## src/rtl/fetch_queue_if.sv

```systemverilog
`default_nettype none
// ============================================================================
//  Module      : fetch_queue_if
//  Description : Handshake bundle between instruction fetch, the fetch queue
//                and decode.
//                master : producer/consumer side (fetch + decode, or a bench)
//                slave  : the fetch_queue itself
//                Signals:
//                  in_valid / in_ready / in_pc / in_instruction    fetch side
//                  out_valid / out_ready / out_pc / out_instruction decode side
//                  flush   synchronous discard of all queued entries
//                  count   current occupancy, 0..DEPTH
//  Revision    : 1.0  initial release
// ============================================================================
interface fetch_queue_if #(
    parameter int DEPTH       = 4,
    parameter int PC_WIDTH    = 32,
    parameter int INSTR_WIDTH = 32
);
    localparam int c_cnt_w = $clog2(DEPTH) + 1;

    logic                   in_valid;
    logic                   in_ready;
    logic [PC_WIDTH-1:0]    in_pc;
    logic [INSTR_WIDTH-1:0] in_instruction;
    logic                   out_valid;
    logic                   out_ready;
    logic [PC_WIDTH-1:0]    out_pc;
    logic [INSTR_WIDTH-1:0] out_instruction;
    logic                   flush;
    logic [c_cnt_w-1:0]     count;

    modport master (
        output in_valid, in_pc, in_instruction, out_ready, flush,
        input  in_ready, out_valid, out_pc, out_instruction, count
    );

    modport slave (
        input  in_valid, in_pc, in_instruction, out_ready, flush,
        output in_ready, out_valid, out_pc, out_instruction, count
    );
endinterface
`default_nettype wire

```

## src/rtl/fetch_queue.sv

```systemverilog
`default_nettype none
// ============================================================================
//  Module      : fetch_queue
//  Description : First-word-fall-through FIFO of {pc, instruction} pairs
//                between fetch and decode. Program order is preserved, a
//                flush discards every entry, and no combinational path exists
//                from the input side to the output side.
//                Ports:
//                  clock  rising-edge clock
//                  reset  asynchronous, active-high
//                  bus    fetch_queue_if.slave (handshakes, data, flush, count)
//  Revision    : 1.0  initial release
// ============================================================================
module fetch_queue #(
    parameter int DEPTH       = 4,
    parameter int PC_WIDTH    = 32,
    parameter int INSTR_WIDTH = 32
) (
    input  wire logic   clock,
    input  wire logic   reset,
    fetch_queue_if.slave bus
);
    localparam int c_ptr_w = $clog2(DEPTH);
    localparam int c_cnt_w = c_ptr_w + 1;
    localparam logic [c_cnt_w-1:0] c_full_count = c_cnt_w'(DEPTH);

    logic [PC_WIDTH-1:0]    r_pc_mem    [DEPTH];
    logic [INSTR_WIDTH-1:0] r_instr_mem [DEPTH];
    logic [c_ptr_w-1:0]     r_wr_ptr;
    logic [c_ptr_w-1:0]     r_rd_ptr;
    logic [c_cnt_w-1:0]     r_count;

    logic w_full;
    logic w_empty;
    logic w_push;
    logic w_pop;

    // Full/empty come only from the registered count, so in_ready and
    // out_valid never depend on the other side's handshake in the same cycle.
    // This is what makes a full queue refuse a push even when it is being
    // popped on the same edge.
    assign w_full  = (r_count == c_full_count);
    assign w_empty = (r_count == '0);
    assign w_push  = bus.in_valid  & ~w_full;
    assign w_pop   = bus.out_ready & ~w_empty;

    assign bus.in_ready  = ~w_full;
    assign bus.out_valid = ~w_empty;
    assign bus.count     = r_count;

    // Head entry is masked to zero while empty so stale storage never leaks.
    assign bus.out_pc          = w_empty ? '0 : r_pc_mem[r_rd_ptr];
    assign bus.out_instruction = w_empty ? '0 : r_instr_mem[r_rd_ptr];

    always_ff @(posedge clock or posedge reset) begin
        if (reset) begin
            r_wr_ptr <= '0;
            r_rd_ptr <= '0;
            r_count  <= '0;
            for (int i = 0; i < DEPTH; i++) begin
                r_pc_mem[i]    <= '0;
                r_instr_mem[i] <= '0;
            end
        end else if (bus.flush) begin
            // Flush wins over any coincident push/pop; storage is left as is
            // because count=0 already hides it.
            r_wr_ptr <= '0;
            r_rd_ptr <= '0;
            r_count  <= '0;
        end else begin
            if (w_push) begin
                r_pc_mem[r_wr_ptr]    <= bus.in_pc;
                r_instr_mem[r_wr_ptr] <= bus.in_instruction;
                r_wr_ptr              <= r_wr_ptr + c_ptr_w'(1);
            end
            if (w_pop) begin
                r_rd_ptr <= r_rd_ptr + c_ptr_w'(1);
            end
            case ({w_push, w_pop})
                2'b10:   r_count <= r_count + c_cnt_w'(1);
                2'b01:   r_count <= r_count - c_cnt_w'(1);
                default: r_count <= r_count;
            endcase
        end
    end
endmodule
`default_nettype wire

```

## src/flat_wrapper.sv

```systemverilog
// flat-port wrapper written by rule: the top's interface ports become plain ports
module fetch_queue_flat 
#(
    parameter int DEPTH       = 4,
    parameter int PC_WIDTH    = 32,
    parameter int INSTR_WIDTH = 32
)
  (clock, reset, bus_in_valid, bus_in_pc, bus_in_instruction, bus_out_ready, bus_flush, bus_in_ready, bus_out_valid, bus_out_pc, bus_out_instruction, bus_count);
  fetch_queue_if #(.DEPTH(DEPTH), .PC_WIDTH(PC_WIDTH), .INSTR_WIDTH(INSTR_WIDTH)) bus_i ();
  input  wire logic clock;
  input  wire logic reset;
  input wire logic [$bits(bus_i.in_valid)-1:0] bus_in_valid;
  input wire logic [$bits(bus_i.in_pc)-1:0] bus_in_pc;
  input wire logic [$bits(bus_i.in_instruction)-1:0] bus_in_instruction;
  input wire logic [$bits(bus_i.out_ready)-1:0] bus_out_ready;
  input wire logic [$bits(bus_i.flush)-1:0] bus_flush;
  output wire logic [$bits(bus_i.in_ready)-1:0] bus_in_ready;
  output wire logic [$bits(bus_i.out_valid)-1:0] bus_out_valid;
  output wire logic [$bits(bus_i.out_pc)-1:0] bus_out_pc;
  output wire logic [$bits(bus_i.out_instruction)-1:0] bus_out_instruction;
  output wire logic [$bits(bus_i.count)-1:0] bus_count;
  assign bus_i.in_valid = bus_in_valid;
  assign bus_i.in_pc = bus_in_pc;
  assign bus_i.in_instruction = bus_in_instruction;
  assign bus_i.out_ready = bus_out_ready;
  assign bus_i.flush = bus_flush;
  assign bus_in_ready = bus_i.in_ready;
  assign bus_out_valid = bus_i.out_valid;
  assign bus_out_pc = bus_i.out_pc;
  assign bus_out_instruction = bus_i.out_instruction;
  assign bus_count = bus_i.count;
  fetch_queue #(.DEPTH(DEPTH), .PC_WIDTH(PC_WIDTH), .INSTR_WIDTH(INSTR_WIDTH)) u_core (.clock(clock), .reset(reset), .bus(bus_i));
endmodule
```

## config.mk

```make
export PLATFORM = sky130hd
export DESIGN_NAME = fetch_queue_flat
export DESIGN_NICKNAME = d
export VERILOG_FILES = /design/src/rtl/fetch_queue_if.sv /design/src/rtl/fetch_queue.sv /design/src/flat_wrapper.sv
export SDC_FILE = /design/constraint.sdc
export NUM_CORES = 1
export LEC_CHECK = 0
export ABC_AREA = 1
export CORE_AREA = 2 2 152 154
export DETAILED_ROUTE_END_ITERATION = 12
export DIE_AREA = 0 0 154 156
export PLACE_DENSITY = 0.79
export SETUP_SLACK_MARGIN = 0.2
export SLEW_MARGIN = 5
export SYNTH_ARGS = -nofsm -noshare
export SYNTH_HDL_FRONTEND = slang
export SYNTH_SLANG_ARGS = --single-unit
```

## constraint.sdc

```tcl
create_clock -name clock -period 10.45 [get_ports clock]
set_input_delay 1.5675 -clock clock [delete_from_list [all_inputs] [get_ports clock]]
set_output_delay 1.5675 -clock clock [all_outputs]
set_load 0.05 [all_outputs]
```

== Word-level counts from Yosys, hierarchy flattened ==
Cells that the tools add are included.

* Input bits: 69
* Register bits: 263
* Logic and storage cells: 52
* Output and inout port bits: 69

* Bitwise logic cells: 7
* Reductions and logical operators: 6
* Mux-type cells: 18
* $lt $le $gt $ge: 3
* Equal/unequal tests: 3
* Add/subtract/negate cells: 4

{| class="wikitable"
|+ Operator list
! kind !! number
|-
| bitwise mux 128 bit || 2
|-
| two-way mux 32 bit || 7
|-
| binary-select mux 32 bit (select 2 bit) || 2
|-
| demux 32 bit (select 2 bit) || 1
|-
| two-way mux 2 bit || 4
|-
| greater-or-equal comparator 3 bit, second input constant || 2
|-
| NOT 2 -> 3 bit || 2
|-
| case mux 3 bit (2 select lines) || 1
|-
| adder 2 x 1 -> 2 bit, second input constant || 2
|-
| nonzero test 2 bit || 2
|-
| adder 3 x 1 -> 3 bit, second input constant || 1
|-
| == test 3 bit, second input constant || 1
|-
| logical NOT 3 bit || 1
|-
| < comparator 3 x 1 -> 1 bit, second input constant || 1
|-
| two-way mux 3 bit || 1
|-
| NOT 1 bit || 3
|-
| nonzero test 3 bit || 1
|-
| subtractor 3 x 1 -> 3 bit, second input constant || 1
|-
| AND 1 bit || 2
|-
| == test 2 x 1 -> 1 bit, second input constant || 1
|-
| == test 2 bit, second input constant || 1
|-
| AND reduction 2 bit || 1
|-
| logical AND 1 bit || 1
|}

== Depth between registers and ports, before layout ==
* Depth after elaboration: 6
* Mapped depth: 12
* Gate-level depth less buffers: 12

== Least setup slack after synthesis ==
OpenSTA, ideal clock, no wires.

* Path kind: flip-flop to output port
* Start point: register u_core.r_count[2] (netlist: u_core.bus.count[2])
* End point: output port bus_out_instruction[12]
* Path slack: 6.493 ns
* Data required time: 8.883 ns
* Cell stages (with the launch flop): 6
* Arrival: 2.390 ns
* Path through: dfrtp_1 inv_1 nand2_1 inv_2 buf_1 a21oi_1

* Cells in the longest elaborated chain, start to end: 2

{| class="wikitable"
|+ RTL lines
! element !! line !! text
|-
| start, declared || fetch_queue.sv:31 || <nowiki>logic [c_cnt_w-1:0] r_count;</nowiki>
|-
| start signal, assigned || fetch_queue.sv:80 || <nowiki>2'b10: r_count <= r_count + c_cnt_w'(1);</nowiki>
|-
| start signal, assigned || fetch_queue.sv:81 || <nowiki>2'b01: r_count <= r_count - c_cnt_w'(1);</nowiki>
|-
| start signal, assigned || fetch_queue.sv:82 || <nowiki>default: r_count <= r_count;</nowiki>
|-
| logical NOT 3 bit || fetch_queue.sv:43 || <nowiki>assign w_empty = (r_count == '0);</nowiki>
|-
| two-way mux 32 bit || fetch_queue.sv:53 || <nowiki>assign bus.out_instruction = w_empty ? '0 : r_instr_mem[r_rd_ptr];</nowiki>
|-
| end, declared || flat_wrapper.sv:20 || <nowiki>output wire logic [$bits(bus_i.out_instruction)-1:0] bus_out_instruction;</nowiki>
|}

No other way between the ends.

== Final worst setup path ==
* Start point: register u_core.r_rd_ptr[0]
* End point: output port bus_out_pc[30]

* Cells in the longest elaborated chain, start to end: 5

{| class="wikitable"
|+ RTL lines
! element !! line !! text
|-
| start, declared || fetch_queue.sv:30 || <nowiki>logic [c_ptr_w-1:0] r_rd_ptr;</nowiki>
|-
| start signal, assigned || fetch_queue.sv:77 || <nowiki>r_rd_ptr <= r_rd_ptr + c_ptr_w'(1);</nowiki>
|-
| NOT 2 -> 3 bit (implied by the code) || fetch_queue.sv:52 || <nowiki>assign bus.out_pc = w_empty ? '0 : r_pc_mem[r_rd_ptr];</nowiki>
|-
| binary-select mux 32 bit (select 2 bit) || fetch_queue.sv:52 ||
|-
| two-way mux 32 bit (implied by the code) (2 in series) || fetch_queue.sv:52 ||
|-
| two-way mux 32 bit || fetch_queue.sv:52 ||
|-
| end, declared || flat_wrapper.sv:19 || <nowiki>output wire logic [$bits(bus_i.out_pc)-1:0] bus_out_pc;</nowiki>
|}

No other way between the ends. The select of a mux whose other input is x is not followed.

==> results.md <==
Status:
- The run finished with clean final reports.

Logic synthesis:
- In this run, distinct cell masters in the synthesized netlist total 22.
- Averaged over all synthesized cells, the footprint is 8.64 µm².
- By area the synthesized netlist is led by sky130_fd_sc_hd__dfrtp_1, sky130_fd_sc_hd__nand2_1, sky130_fd_sc_hd__nor2_1.
- The cell taking the most area after synthesis is sky130_fd_sc_hd__dfrtp_1.
- Yosys printed 0 warnings.
- After synthesis the cells add up to 12,500 µm².
- The number of nets handed over by synthesis was 1,519.
- Synthesis inferred 263 register bits.
- The share of the Yosys chip area taken by registers is 52.7%.
- Counting every instance in the synthesized netlist gives 1,445.
- In this run the biggest area consumer among cell types represents 52.7% of the synthesized area.

Setup path:
- The kind of cell with the highest combined delay on the critical path is buffers and inverters.
- For this run, the slowest stage of the critical path takes 0.83 ns.
- The kind of end point of the critical path is an output port.
- The required time reported for the critical path endpoint is 8.88 ns.
- The category of the worst setup path launch point is a flip-flop.
- In this run the worst path has a maximum fanout of 76.
- The critical-path cell with the highest stage delay is sky130_fd_sc_hd__dfrtp_4.
- Traced cell by cell, the critical path runs through clkinv_2 > buf_4 > o21ai_0 > a21oi_1 > clkdlybuf4s50_1.
- Together, buffers and inverters on the worst path number 3.
- The critical path class is flip-flop to output port.
- The arrival time of data at the critical path endpoint is 3.99 ns.

Placement:
- In this run the tool buffered the top-level ports with 137 buffer cells.
- Once placement completed, the tool counted placed cells totaling 1,774.
- The sum of net half-perimeters after detailed placement is 17,100 µm.
- The final weighted congestion in routability-driven placement is 0.781.

Run:
- The total of max-cap violations is 0.

Final layout:
- The library cells used most frequently in the layout, excluding fill and tap cells, are sky130_fd_sc_hd__nand2_1, sky130_fd_sc_hd__dfrtp_1, sky130_fd_sc_hd__nor2_1.
- The multi-input combinational cell area is 4800 µm².
- Counting the fill cells in the layout gives 1,814.
- After the flow finishes, the layout carries non-filler instances totaling 1,822.
- After the last flow step, the layout net total stands at 1,592.
- The post-route netlist has 10.1% of its cells at a drive strength greater than 1.
- The total area of sequential cells is 6590 µm².
- The antenna cell count is 0.
- The area growth from synthesis to layout is 14.9%.
- Leaving out fill and tap cells, the most frequent cell in the layout is sky130_fd_sc_hd__nand2_1.

Power:
- Across the VDD grid, the largest voltage drop is 323 µV.
- In this run the static leakage power is 6.63 nW.
- The power density over cell area is 335 nW/µm².

Die:
- Once the floorplan was initialized, standard cells occupied 55.8% of the core.
- The die covers 24,000 µm².
- Row generation in the floorplan step produced 55 rows.
- The boundary pin count is 138.
- The height of the die is 156 µm.
- The width of the chip is 154 µm.
- The core box area is 22,400 µm².

Clock tree:
- The clock tree root driver cell is sky130_fd_sc_hd__clkbuf_16.
- The clock transition at the registers of the reported paths is 0.06 ns.
- The clock passes through at most 3 buffers.
- The number of buffers created by CTS is 27.
- Buffers inserted to repair hold after CTS numbered 0.
- The CTS tree is done.
- The clock latency on the worst-skew pair is 0.53 ns.
- The number of gates resized after CTS is 0.
- The post-CTS setup-driven buffer insertion count is 0.
- The number of clock sinks is 263.
- In this run the number of H-tree levels came out at 1.

GRT:
- The initial antenna violation count is 0.
- The first global-routing pass estimated 49,900 µm of wire.
- The total overflow reported by the global router is 0.
- The via count of the first global-routing pass is 9,917.
- The overall track demand over capacity in global routing is 25.3%.
- Entering global routing, the biggest net connects 150 pins.

Routing:
- The post-detailed-route via-to-cell ratio is 5.50.
- The first TritonRoute pass finished after 5 iterations.
- The total wire length after detailed routing is 29,900 µm.
- The routed layout has 10.0k vias.
- The violation count after the first detailed-routing iteration is 804.
- The count of unresolved DRC violations after routing is 0.
- The antenna violation net count after detailed routing is 0.
- In the final routed layout, each cell accounts on average for 16.4 µm.

STA:
- Setup violations remaining at the end of the flow were counted as 0.
- The worst path uses 53.2% of the clock period.
- The number of pins with negative max-slew slack in the final report is 0.
- The final setup TNS is 0 ns.
- The maximum achievable frequency is 180 MHz.
- The slew at the pin with the worst max-slew slack is 1.10 ns.
- The final-report hold violation count is 0.
- Setup repair after global routing left no endpoint under its margin.
- The remaining max-slew budget at the tightest pin is 26.7%.
- The routed design could run at a clock period as short as 5.55 ns.
- The clock skew after layout is 0.0131 ns.

Hold path:
- The worst min-delay path category is flip-flop to flip-flop.
[power breakdown]
part | internal [mW] | leakage (nW) | switching [mW]
Clock | 0.543 | 0.428 | 0.392
Combinational | 0.724 | 2.83 | 1.44
Sequential | 1.44 | 3.37 | 0.262
Total | 2.71 | 6.63 | 2.09
[layout make-up]
class	instances	share of cell area (%)
Clock buffer	40	5.47
Tap cell	285	2.49
Clock inverter	8	0.497
Inverter	75	2.02
Timing Repair Buffer	148	10.1
Multi-Input combinational cell	1003	33.5
Sequential cell	263	45.9
[path summary, 6_finish.rpt]
check                                                      to  depth (start not counted)                            start  slack [ns]
max                                            bus_out_pc[30]                          5   u_core.r_rd_ptr[0]$_DFFE_PP0P_        4.90
min                           u_core.r_pc_mem[66]$_DFFE_PP0P_                          2  u_core.r_pc_mem[66]$_DFFE_PP0P_        0.47
max reg2reg                u_core.r_instr_mem[73]$_DFFE_PP0P_                          8  u_core.bus.count[1]$_DFFE_PP0P_        7.69
min reg2reg                   u_core.r_pc_mem[66]$_DFFE_PP0P_                          2  u_core.r_pc_mem[66]$_DFFE_PP0P_        0.47
max in group asynchronous      u_core.r_rd_ptr[1]$_DFFE_PP0P_                          3                            reset        7.24
min in group asynchronous    u_core.r_pc_mem[103]$_DFFE_PP0P_                          2                            reset        1.63
[cells by family (layout without fill, tap and decap cells)]
logic type / after synthesis / count (layout) / synth area share [%]
XOR/XNOR: 1 / 1 / 0.0701
AND/OR/NAND/NOR: 543 / 543 / 16.9
flip-flops: 263 / 263 / 52.7
AO/OA/AOI/OAI: 454 / 454 / 20.9
buffers and inverters: 179 / 271 / 8.83
adder cells (fa/ha/maj): 5 / 5 / 0.561
[cell usage after synthesis]
cell / count
sky130_fd_sc_hd__xnor2_1: 1
sky130_fd_sc_hd__nand2_4: 6
sky130_fd_sc_hd__dfrtp_1: 263
sky130_fd_sc_hd__nand3_1: 4
sky130_fd_sc_hd__a21oi_1: 67
sky130_fd_sc_hd__clkbuf_1: 20
sky130_fd_sc_hd__nand3b_1: 1
sky130_fd_sc_hd__nor2_8: 1
sky130_fd_sc_hd__fa_1: 1
sky130_fd_sc_hd__o21ai_0: 130
sky130_fd_sc_hd__buf_2: 14
sky130_fd_sc_hd__nor2_1: 257
sky130_fd_sc_hd__buf_4: 2
sky130_fd_sc_hd__buf_1: 14
sky130_fd_sc_hd__buf_6: 54
sky130_fd_sc_hd__inv_2: 2
sky130_fd_sc_hd__o21ai_1: 167
sky130_fd_sc_hd__ha_1: 4
sky130_fd_sc_hd__inv_1: 73
sky130_fd_sc_hd__o21ai_2: 90
sky130_fd_sc_hd__nor2_4: 1
sky130_fd_sc_hd__nand2_1: 273
[routing by layer]
layer | track usage, % | routed length, µm | vias up
li1 | - | - | 4837
met1 | 34.5 | 13000 | 4841
met2 | 42.8 | 14600 | 290
met3 | 3.44 | 1580 | 52
met4 | 7.43 | 660 | 0
met5 | 0 | 0 | -
[per-stage QoR]
step / hold slack (ns) / instance area (µm²) / util, % / power, mW / setup slack (ns)
2_1_floorplan: 0.450 / 12500 / - / 3.25 / 1.64
3_3_place_gp: 0.458 / 13500 / 60.3 / 3.80 / 5.55
3_5_place_dp: 0.463 / 13500 / 60.3 / 3.87 / 5.48
4_1_cts: 0.478 / 14300 / 64.2 / 4.82 / 4.92
5_1_grt: 0.490 / 14300 / 64.2 / 5.11 / 4.68
6_report: 0.474 / 14300 / 64.2 / 4.80 / 4.90
[worst min-delay path: cells and delay by family (launching register included)]
kind / cells / cell delay, ns
compound gates: 1 / 0.05
flops: 1 / 0.33
simple gates: 1 / 0.06
[state kept, by name (all words and copies together), names as in the netlist]
name	flops
u_core.r_instr_mem	128
u_core.r_pc_mem	128
u_core.bus.count	3
u_core.r_rd_ptr	2
u_core.r_wr_ptr	2
Power figures use the tool's default switching activity.
